[config.mk]
export PLATFORM = sky130hd
export DESIGN_NAME = activation_streamer
export DESIGN_NICKNAME = d
export VERILOG_FILES = /design/src/rtl/activation_streamer_pkg.sv /design/src/rtl/pad_index_gen.sv /design/src/rtl/activation_streamer.sv
export SDC_FILE = /design/constraint.sdc
export NUM_CORES = 1
export LEC_CHECK = 0
export BUFFER_PORTS_ARGS = -buffer_cell sky130_fd_sc_hd__buf_2
export CAP_MARGIN = 30
export CORE_MARGIN = 1.5
export CORE_UTILIZATION = 37
export DETAILED_ROUTE_END_ITERATION = 10
export PLACE_DENSITY = 0.64
export SLEW_MARGIN = 20
export SYNTH_ARGS = -nofsm -noshare
export SYNTH_HDL_FRONTEND = slang
export SYNTH_SLANG_ARGS = --single-unit
[constraint.sdc]
create_clock -name clk_i -period 5.19 [get_ports clk_i]
set_input_delay 0.2595 -clock clk_i [delete_from_list [all_inputs] [get_ports clk_i]]
set_output_delay 0.2595 -clock clk_i [all_outputs]
set_load 0.01 [all_outputs]
[src/rtl/activation_streamer_pkg.sv]
// activation_streamer_pkg
//   Shared types and widths for the activation streamer.
//   MatrixBits : width of the unpadded matrix edge M
//   PadBits    : width of the pad width p (0..3)
//   EdgeBits   : width of the padded edge P = M + 2p and of the row/col counters
//   state_e    : streamer FSM states
package activation_streamer_pkg;

  localparam int MatrixBits = 14;
  localparam int PadBits    = 2;
  localparam int EdgeBits   = 15;

  typedef enum logic [1:0] {
    ST_IDLE,
    ST_ISSUE,
    ST_DRAIN,
    ST_DONE
  } state_e;

endpackage

[src/rtl/pad_index_gen.sv]
// pad_index_gen
//   Raster row/col counters over the padded matrix, flagging padding
//   positions and the final position.
//   clk_i       : clock
//   rst_i       : synchronous active-low reset
//   clear       : restart the raster at (0,0)
//   advance     : step to the next raster position
//   matrix_size : unpadded edge M (held stable for the whole run)
//   padding     : pad width p (held stable for the whole run)
//   is_pad      : current position lies in the zero border
//   last        : current position is (P-1,P-1)
module pad_index_gen
  import activation_streamer_pkg::*;
(
  input  logic                  clk_i,
  input  logic                  rst_i,
  input  logic                  clear,
  input  logic                  advance,
  input  logic [MatrixBits-1:0] matrix_size,
  input  logic [PadBits-1:0]    padding,
  output logic                  is_pad,
  output logic                  last
);

  logic [EdgeBits-1:0] row_q;
  logic [EdgeBits-1:0] col_q;
  logic [EdgeBits-1:0] pad_lo;
  logic [EdgeBits-1:0] pad_hi;
  logic [EdgeBits-1:0] edge_last;

  // Interior occupies [p, p+M) on both axes; P-1 = p + M + p - 1.
  assign pad_lo    = EdgeBits'(padding);
  assign pad_hi    = pad_lo + EdgeBits'(matrix_size);
  assign edge_last = pad_hi + pad_lo - EdgeBits'(1);

  assign is_pad = (row_q < pad_lo) || (row_q >= pad_hi) ||
                  (col_q < pad_lo) || (col_q >= pad_hi);
  assign last   = (row_q == edge_last) && (col_q == edge_last);

  always_ff @(posedge clk_i) begin
    if (!rst_i || clear) begin
      row_q <= '0;
      col_q <= '0;
    end else if (advance) begin
      if (col_q == edge_last) begin
        col_q <= '0;
        row_q <= row_q + EdgeBits'(1);
      end else begin
        col_q <= col_q + EdgeBits'(1);
      end
    end
  end

endmodule

[src/rtl/activation_streamer.sv]
// activation_streamer
//   Streams an M x M activation matrix out of a single-port BRAM in raster
//   order with p zero elements of padding on every side. Padding costs no
//   memory reads. hold_i pauses issue without losing elements.
//   clk_i             : clock
//   rst_i             : synchronous active-low reset
//   start_i           : start request, honoured only when idle
//   matrix_size_i     : unpadded edge M, latched on start
//   padding_i         : pad width p, latched on start
//   base_addr_i       : BRAM address of element (0,0), latched on start
//   hold_i            : suppress the issue in this cycle
//   mem_addr_o        : BRAM read address
//   mem_re_o          : BRAM read enable
//   mem_data_i        : BRAM read data, one cycle after mem_re_o
//   activation_data_o : element to the convolution layer
//   run_o             : activation_data_o valid this cycle
//   busy_o            : run in progress (start accepted through done)
//   done_o            : one-cycle pulse after the last element
module activation_streamer
  import activation_streamer_pkg::*;
#(
  parameter int N             = 16,
  parameter int MaxMatrixSize = 16383,
  parameter int AddrBits      = 28
) (
  input  logic                  clk_i,
  input  logic                  rst_i,
  input  logic                  start_i,
  input  logic [MatrixBits-1:0] matrix_size_i,
  input  logic [PadBits-1:0]    padding_i,
  input  logic [AddrBits-1:0]   base_addr_i,
  input  logic                  hold_i,
  output logic [AddrBits-1:0]   mem_addr_o,
  output logic                  mem_re_o,
  input  logic [N-1:0]          mem_data_i,
  output logic signed [N-1:0]   activation_data_o,
  output logic                  run_o,
  output logic                  busy_o,
  output logic                  done_o
);

  if (MaxMatrixSize >= (1 << MatrixBits)) begin : g_size_check
    $error("MaxMatrixSize does not fit in matrix_size_i");
  end

  state_e                 state_q;
  logic [MatrixBits-1:0]  m_q;
  logic [PadBits-1:0]     p_q;
  logic [AddrBits-1:0]    addr_q;
  logic                   issue;
  logic                   start_ok;
  logic                   is_pad;
  logic                   last;
  logic                   vld_p1;
  logic                   pad_p1;
  logic signed [N-1:0]    held_p1;

  assign start_ok = (state_q == ST_IDLE) && start_i;
  assign issue    = (state_q == ST_ISSUE) && !hold_i;

  pad_index_gen u_index (
    .clk_i       (clk_i),
    .rst_i       (rst_i),
    .clear       (start_ok),
    .advance     (issue),
    .matrix_size (m_q),
    .padding     (p_q),
    .is_pad      (is_pad),
    .last        (last)
  );

  assign mem_re_o   = issue && !is_pad;
  assign mem_addr_o = addr_q;
  assign busy_o     = (state_q != ST_IDLE);
  assign done_o     = (state_q == ST_DONE);

  // ---- stage 1: present the element issued last cycle ----
  // BRAM data arrives combinationally in this cycle, so stage 1 registers
  // only the valid/pad flags; the held register keeps the output steady
  // through bubbles.
  assign run_o             = vld_p1;
  assign activation_data_o = !vld_p1 ? held_p1 :
                             pad_p1  ? '0      : $signed(mem_data_i);

  always_ff @(posedge clk_i) begin
    if (!rst_i) begin
      state_q <= ST_IDLE;
      m_q     <= '0;
      p_q     <= '0;
      addr_q  <= '0;
      vld_p1  <= 1'b0;
      pad_p1  <= 1'b0;
      held_p1 <= '0;
    end else begin
      vld_p1 <= issue;
      pad_p1 <= is_pad;
      if (vld_p1) begin
        held_p1 <= activation_data_o;
      end
      case (state_q)
        ST_IDLE: begin
          if (start_i) begin
            m_q     <= matrix_size_i;
            p_q     <= padding_i;
            addr_q  <= base_addr_i;
            // An empty matrix has nothing to issue, even when padded.
            state_q <= (matrix_size_i == '0) ? ST_DRAIN : ST_ISSUE;
          end
        end
        ST_ISSUE: begin
          if (issue) begin
            if (!is_pad) begin
              addr_q <= addr_q + AddrBits'(1);
            end
            if (last) begin
              state_q <= ST_DRAIN;
            end
          end
        end
        ST_DRAIN: state_q <= ST_DONE;
        ST_DONE:  state_q <= ST_IDLE;
        default:  state_q <= ST_IDLE;
      endcase
    end
  end

endmodule

==> reports/metrics.cfg, run 1 <==
[cells_and_area]
layout-drive-gt1-share_pct = 17.6
final_cells = 1323
area_growth_pct = 15.0
finalNetCount = 1157
num_antenna_cells = 0
fill_cells = 2089

[clock_network]
clock_sinks = 94
clock-root-buffer = clkbuf_16
cts_buffers = 9
cts_tree = yes
clkTransAtPathRegs_ns = 0.07
postCtsSetupRepairBufs = 0
clk_path_buf_depth = 2
worst_skew_pair.late_latency_ns = 0.35
cts_max_level = 3

[timing]
min_period_ns = 4.84
finalSetupViolations = 0
period_share_pct = 93.2
fmax_ghz = 0.207
fin_setup_tns_ns = 0
skew_ns = 0.0146
rsz0062_at_grt = false
tightest_slew_ns = 0.891
slew_violations = 0
hold_viol_final = 0
max_slew_margin_pct = 40.4

[yosys]
yosysTopAreaCellShare_pct = 25.5
synth_cell_types = 86
netlist_area_sq_mm = 0.00738
synth-edff-count = 0
yosysMostFrequentCell = nand2_1
seq_area_frac_synth_pct = 25.5
ys_top_cells_by_count = 127 x nand2_1, 94 x dfxtp_1, 67 x nor2_1
synthTopCellsByArea = dfxtp_1 25%, nand2_1 6.5%, ha_1 6.4%, xnor2_1 6.4%, o21ai_0 3.8%
yosysWarnings = 0
ys_ff_latch = 94
synth_area_leader_cell = dfxtp_1
avgSynthCellArea_sq_um = 7.62
ys_async_sr_fraction_pct = 0
ys.flop_type = dfxtp_1
syn-instance-count = 969
synth_fp_nets = 1073

[floorplan]
fp.dieH_um = 144
num_io_pins = 112
die_area_sq_mm = 0.0208
die_x_um = 144
start_util_pct = 37.8
core_area_sq_mm = 0.0195
num_rows = 51

[worst_setup_path]
cp_slowest_cell = fa_1
crit_chain = ha_1 -> inv_1 -> fa_1 -> buf_4 -> xnor2_1 -> buf_4 -> inv_1 -> ha_1 -> a21o_1 -> o211ai_1 -> a221oi_2 -> o31ai_2 -> o21ai_0 -> xnor2_1 -> nor4_1 -> nand4_2 -> or3_1 -> a21oi_1
critPathKind = flop to flop
endpoint_kind = flop
required_ns = 5.46
worst-r2r-cell-count = 18
rr_endpoint = u_index.row_q[3]
arrival_ns = 5.11
startpoint_type = flop
reg2reg_slack_ns = 0.35
max_stage_delay_ns = 0.42
crit_path_max_fanout = 22
r2r-start = m_q[0]

[hold_path]
whs_endpoint = mem_addr_o[22]
min_path_cells = 2
min-delay-start = base_addr_i[22]
hold_path_class = input pin to flop

[drt]
vias = 7246
routed_wl_um = 20700
wl_per_cell_um = 15.7
antenna_left = 0
dr.pass1.iters = 5
vias_per_cell = 5.48
drt-initial-drc-count = 424
drc = 0

[global_route]
grt_use_total_pct = 20.1
grt_max_degree = 42
overflow = 0
grt_pass1_vias = 6459
grt_pass1_wl_um = 33300
antenna_found_initial = 0

[job]
drv_cap = 0

[power]
p_leak_nw = 3.38
max-vdd-ir-drop_mv = 0.260
pwr_density_cell_mw_per_mm2 = 380

[placed_design]
place.port_buffers = 111
hpwl_um = 16000
routabilityCongestion = 0.909
place_inst = 1306

[run_status]
status = completed

[area by class of cell]
type	instances	area, sq um	area share, %
multi-input combinational	760	5030	59.3
sequential	94	1880	22.2
timing repair buffer	135	736	8.66
tap	265	332	3.90
clock buffer	12	256	3.02
inverter	53	201	2.37
clock inverter	4	52.6	0.619
[layer usage]
metal | track usage, % | routed length, um
met1 | 28.4 | 9800
met2 | 31.6 | 9480
met3 | 3.25 | 1170
met4 | 5.05 | 299
met5 | 0 | 0
[registers in the layout, summed over array words and instances, names as in the netlist]
| name | flops |
|---|---|
| mem_addr_o | 28 |
| state_q | 2 |
| m_q | 14 |
| p_q | 2 |
| u_index.col_q | 15 |
| run_o | 1 |
| u_index.row_q | 15 |
| held_p1 | 16 |
| pad_p1 | 1 |
[logic make-up (layout without fill, tap and decap cells)]
group,count (synthesis),after routing,share of synthesized area (%)
simple gates,418,418,29.8
compound gates,204,204,18.9
flops,94,94,25.5
buf+inv,115,204,6.51
fa+ha+maj,43,43,7.39
xor+xnor,78,78,9.63
mux,17,17,2.32
[power breakdown]
part	leakage [nW]	total [W]	internal (W)	switching [W]
Clock	0.154	0.000704	0.000403	0.000301
Combinational	2.47	0.00159	0.000655	0.000931
Sequential	0.765	0.000937	0.000816	0.000121
[how the worst max path moves through the flow]
stage,start,end,slack (ns)
after detailed placement,m_q[0],u_index.col_q[8],0.26
after CTS,m_q[0],u_index.col_q[5],0.25
after floorplan,p_q[0],u_index.row_q[9],0.51
final,m_q[0],u_index.row_q[3],0.35
after global placement,m_q[0],u_index.col_q[2],0.38
after global routing,m_q[0],u_index.row_q[3],0.006
[critical path, delay by kind of cell (launching register included)]
family | cells | cell delay [ns]
compound gates | 6 | 1.45
simple gates | 3 | 1.09
fa+ha+maj | 3 | 0.92
buf+inv | 4 | 0.54
xor+xnor | 2 | 0.39
flops | 1 | 0.36
[timing repair]
| item | in CTS | in global routing |
|---|---|---|
| hold buffers | 0 | 0 |
| endpoints found under the hold margin | 0 | 0 |
| resized for setup | 0 | 3 |
| endpoints found under the setup margin | 0 | 25 |
[placed cells by master, fill, tap and decap left out, drive strengths merged, types with 38 or more instances in the layout]
cell type,synthesis,final
a21oi,43,43
buf,19,135
dfxtp,94,94
ha,38,38
inv,52,54
nand2,127,127
nand3,40,40
nor2,69,69
o21ai,57,57
xnor2,54,54
[stage by stage]
stage | hold WS (ns) | worst slack, ns | total power [W] | area [sq um] | util [%]
2_1_floorplan | 0.369 | 0.514 | 0.00209 | 7380 | -
3_3_place_gp | 0.470 | 0.376 | 0.00250 | 8160 | 41.8
3_5_place_dp | 0.469 | 0.264 | 0.00251 | 8160 | 41.8
4_1_cts | 0.111 | 0.248 | 0.00322 | 8470 | 43.4
5_1_grt | 0.122 | 0.00553 | 0.00345 | 8490 | 43.5
6_report | 0.115 | 0.353 | 0.00323 | 8490 | 43.5
(Power assumes the default switching activity.)
==> run 2, diff against run 1 <==
Settings changed: CORE_ASPECT_RATIO set to 0.5, PLACE_DENSITY 0.64 to not set, PLACE_DENSITY_LB_ADDON set to 0.05.
==> run 2 against run 1 <==
Effect of this change:
- total power increased by 2.8%
- sequential share of layout area decreased by 0.22 points
- non-clock buffer count grew 8
- sequential power about the same
- routed wire length rose by 17%
- core utilization is 0.49 points higher
- combinational power up 5%
- largest cell class unchanged
- largest power group unchanged
- critical path depth unchanged
- critical endpoint is now mem_addr_o[12]
- global-route usage is 3.2 points higher
- count of clock-buffer cells in the layout is 3 lower
==> reports/metrics.cfg, run 2 (same netlist as run 1, synthesis figures left out) <==
[drt]
wl_per_cell_um = 18.2
dr.pass1.iters = 5
routed_wl_um = 24300
drt-initial-drc-count = 552
vias_per_cell = 5.58
antenna_left = 0
vias = 7432
drc = 0

[floorplan]
die_x_um = 203
start_util_pct = 37.9
num_rows = 36
fp.dieH_um = 103
core_area_sq_mm = 0.0195
die_area_sq_mm = 0.0209
num_io_pins = 112

[worst_setup_path]
startpoint_type = flop
r2r-start = p_q[0]
arrival_ns = 5.20
worst-r2r-cell-count = 18
crit_path_max_fanout = 7
worst-path-buf-inv = 3
crit_family = simple AND/OR/NAND/NOR gates
crit_chain = ha_1 -> inv_1 -> fa_1 -> nand2b_1 -> nor3_1 -> nand2_1 -> xnor2_1 -> inv_1 -> ha_1 -> nand4_1 -> nor4_1 -> nand4_1 -> o21ai_0 -> a21o_1 -> or3_1 -> buf_4 -> nand2_1 -> a221oi_1
required_ns = 5.45
cp_slowest_cell = nor4_1
rr_endpoint = mem_addr_o[12]
endpoint_kind = flop
reg2reg_slack_ns = 0.25
max_stage_delay_ns = 0.67
critPathKind = flop to flop

[clock_network]
clock-root-buffer = clkbuf_16
clk_path_buf_depth = 2
clkTransAtPathRegs_ns = 0.07
worst_skew_pair.late_latency_ns = 0.35
cts_tree = yes
cts_max_level = 3
cts_buffers = 9
hold_buffers = 0
clock_sinks = 94

[cells_and_area]
area_growth_pct = 16.2
finalNetCount = 1165
layout-drive-gt1-share_pct = 18.7
final_cell_mix = 126 x nand2_1, 111 x buf_2, 94 x dfxtp_1, 67 x nor2_1, 56 x o21ai_0
layout_commonest_cell = nand2_1
largest_register_ffs = 28
final_cells = 1333

[timing]
fin_setup_tns_ns = 0
hold_viol_final = 0
tightest_slew_ns = 0.982
fin_ws_ns = 0.250
slew_violations = 0
rsz0062_at_grt = false
period_share_pct = 95.2
max_slew_margin_pct = 34.3
skew_ns = 0.00900
finalSetupViolations = 0
fmax_ghz = 0.202
min_period_ns = 4.94

[hold_path]
min-delay-start = base_addr_i[21]
min_path_cells = 3
hold_path_class = input pin to flop
whs_endpoint = mem_addr_o[21]

[placed_design]
pre_cts_ws_ns = 0.167
routabilityCongestion = 0.923
place_inst = 1312
hpwl_um = 18500
place.port_buffers = 111

[global_route]
grt_pass1_vias = 6642
grt_max_degree = 42
grt_pass1_wl_um = 37800
grt_use_total_pct = 23.3
overflow = 0
antenna_found_initial = 2

[power]
p_leak_nw = 3.41
pwr_density_cell_mw_per_mm2 = 387
max-vdd-ir-drop_mv = 0.172

[run_status]
status = completed

[job]
drv_cap = 0

-- run 2: stage by stage --
step / total power, W / utilization, % / area [sq um] / hold slack, ns
2_1_floorplan: 0.00209 / - / 7380 / 0.369
5_1_grt: 0.00353 / 44.0 / 8580 / 0.141
4_1_cts: 0.00329 / 43.6 / 8510 / 0.115
3_3_place_gp: 0.00257 / 42.0 / 8200 / 0.470
6_report: 0.00332 / 44.0 / 8580 / 0.119
3_5_place_dp: 0.00257 / 42.1 / 8200 / 0.471
-- run 2: worst max-delay path by stage --
stage	from	to	slack (ns)	cells past startpoint
after floorplan	p_q[0]	u_index.row_q[9]	0.51	20
after global routing	p_q[0]	mem_addr_o[7]	0.01	19
after global placement	p_q[0]	mem_addr_o[8]	0.30	18
final	p_q[0]	mem_addr_o[12]	0.25	18
after detailed placement	p_q[0]	u_index.col_q[0]	0.17	19
after CTS	p_q[0]	u_index.col_q[12]	0.14	19
-- run 2: where the power goes --
group | leakage (nW) | switching (W) | internal (W)
clock | 0.144 | 0.000328 | 0.000381
sequential | 0.765 | 0.000121 | 0.000816
combinational | 2.50 | 0.00100 | 0.000667
-- run 2: layout make-up --
type | instances | area, sq um
Inverter | 53 | 201
Clock inverter | 7 | 78.8
Tap cell | 266 | 333
Timing Repair Buffer | 143 | 796
Sequential cell | 94 | 1880
Clock buffer | 9 | 225
Multi-Input combinational cell | 760 | 5060
Antenna cell | 1 | 2.50
Fill cell | 2045 | 10900
-- run 2: per-layer routing --
layer,up-vias,share of wire [%],global-route usage [%]
met3,14,6.8,5.28
met5,-,0.054,0
met2,207,41,35.0
met4,2,0.65,3.59
met1,3536,51,34.3
li1,3673,-,-
-- run 2: repair_timing --
action,4_1_cts,5_1_grt
setup buffers,0,4
endpoints found under the hold margin,0,0
endpoints found under the setup margin,0,31
gates resized for setup,0,9
-- run 2: worst min-delay path, delay by kind of cell --
family	cells	cell delay, ns
and+or+nand+nor	2	0.10
buffers and inverters	1	0.07
==> run 3, diff against run 2 <==
Settings changed: RECOVER_POWER set to 100.
==> run 3 against run 2 <==
Effect of this change:
- clock skew up 0.00095 ns
- cell count about the same
- core utilization decreased by 0.42 points
- global-route usage unchanged
- total power is 0.90% lower
- critical path type unchanged
- highest routed layer unchanged
==> reports/metrics.cfg, run 3 (same netlist as run 1, synthesis figures left out) <==
[timing]
tightest_slew_ns = 0.955
fin_setup_tns_ns = 0
slew_violations = 0
period_share_pct = 95.7
min_period_ns = 4.97
max_slew_margin_pct = 36.1
hold_viol_final = 0
skew_ns = 0.00994
fmax_ghz = 0.201
finalSetupViolations = 0
fin_ws_ns = 0.225
rsz0062_at_grt = false

[clock_network]
clkTransAtPathRegs_ns = 0.08
clk_path_buf_depth = 2
cts_max_level = 3
hold_buffers = 0
clock-root-buffer = clkbuf_16
cts_tree = yes
clock_sinks = 94
worst_skew_pair.late_latency_ns = 0.35
cts_buffers = 9

[worst_setup_path]
endpoint_kind = flop
rr_endpoint = mem_addr_o[12]
required_ns = 5.45
cp_slowest_cell = nor4_1
arrival_ns = 5.22
worst-r2r-cell-count = 18
crit_path_max_fanout = 7
crit_chain = ha_1 -> inv_1 -> fa_1 -> nand2b_1 -> nor3_1 -> nand2_1 -> xnor2_1 -> inv_1 -> ha_1 -> nand4_1 -> nor4_1 -> nand4_1 -> o21ai_0 -> a21o_1 -> or3_1 -> buf_4 -> nand2_1 -> a221oi_1
critPathKind = flop to flop
startpoint_type = flop
reg2reg_slack_ns = 0.22
max_stage_delay_ns = 0.67
r2r-start = p_q[0]

[global_route]
antenna_found_initial = 2
grt_max_degree = 42
grt_use_total_pct = 23.3
grt_pass1_wl_um = 37800
overflow = 0
grt_pass1_vias = 6642

[cells_and_area]
final_cell_mix = 126 x nand2_1, 94 x dfxtp_1, 67 x nor2_1, 63 x buf_2, 56 x o21ai_0
largest_register_ffs = 28
layout_commonest_cell = nand2_1
ff_latch_area_sq_mm = 0.00188
final_util_pct = 43.6
finalNetCount = 1165
area_growth_pct = 15.1
layout-drive-gt1-share_pct = 13.8
fill_cells = 2066
num_antenna_cells = 0
multi_input_area_sq_mm = 0.00505

[power]
p_leak_nw = 3.19
max-vdd-ir-drop_mv = 0.174
pwr_density_cell_mw_per_mm2 = 387
power.total_w = 0.00329

[floorplan]
die_x_um = 203
core_area_sq_mm = 0.0195
die_area_sq_mm = 0.0209
num_io_pins = 112
start_util_pct = 37.9
num_rows = 36
fp.dieH_um = 103

[drt]
dr.pass1.iters = 5
routed_wl_um = 24100
vias_per_cell = 5.57
drc = 0
antenna_left = 0
vias = 7416
drt-initial-drc-count = 544
wl_per_cell_um = 18.1

[hold_path]
min-delay-start = base_addr_i[21]
whs_endpoint = mem_addr_o[21]
min_path_cells = 3
hold_path_class = input pin to flop

[placed_design]
routabilityCongestion = 0.923
pre_cts_ws_ns = 0.167
hpwl_um = 18500
place.port_buffers = 111

[job]
drv_cap = 0

[run_status]
status = completed

==> run 3: per-layer routing <==
layer  part of all wire, %  GRT usage (%)
met1                    51           34.3
met2                    41           35.0
met3                   6.9           5.28
met4                  0.65           3.59
met5                  0.11              0
==> run 3: stage by stage <==
| step | area, sq um | hold slack (ns) | cells |
|---|---|---|---|
| floorplan | 7380 | 0.369 | 969 |
| global placement | 8200 | 0.470 | 1311 |
| detailed placement | 8200 | 0.471 | 1312 |
| CTS | 8510 | 0.115 | 1328 |
| global route | 8500 | 0.141 | 1332 |
| finish | 8500 | 0.119 | 1332 |
==> run 3: worst max path at each step <==
stage            from                 to  slack (ns)  depth (start not counted)
2_1_floorplan  p_q[0]   u_index.row_q[9]        0.51                         20
3_3_place_gp   p_q[0]      mem_addr_o[8]        0.30                         18
3_5_place_dp   p_q[0]   u_index.col_q[0]        0.17                         19
4_1_cts        p_q[0]  u_index.col_q[12]        0.14                         19
5_1_grt        p_q[0]      mem_addr_o[0]       0.008                         19
6_report       p_q[0]     mem_addr_o[12]        0.22                         18
==> run 3: power by group <==
part	switching, W	total [W]	leakage [nW]	internal (W)
clock network	0.000328	0.000708	0.144	0.000381
logic	0.00100	0.00164	2.28	0.000641
registers	0.000121	0.000937	0.765	0.000816
==> run 3: cell type report <==
class	instances	share of cell area, %
multi-input combinational	760	59.5
clock inverter	7	0.928
inverter	53	2.37
sequential	94	22.2
tap	266	3.92
timing repair buffer	143	8.50
clock buffer	9	2.65
==> run 3: timing repair <==
| action | 4_1_cts | 5_1_grt |
|---|---|---|
| buffers inserted | 0 | 4 |
| setup endpoints to repair | 0 | 31 |
| resized for setup | 0 | 9 |
==> run 3: critical path: cells and delay by family (launching register included) <==
kind | cells | cell delay (ns)
buffers and inverters | 3 | 0.43
DFF | 1 | 0.39
and+or+nand+nor | 8 | 2.13
adders and majority gates | 3 | 0.92
AOI/OAI and AO/OA | 3 | 0.75
xor gates and xnor gates | 1 | 0.25
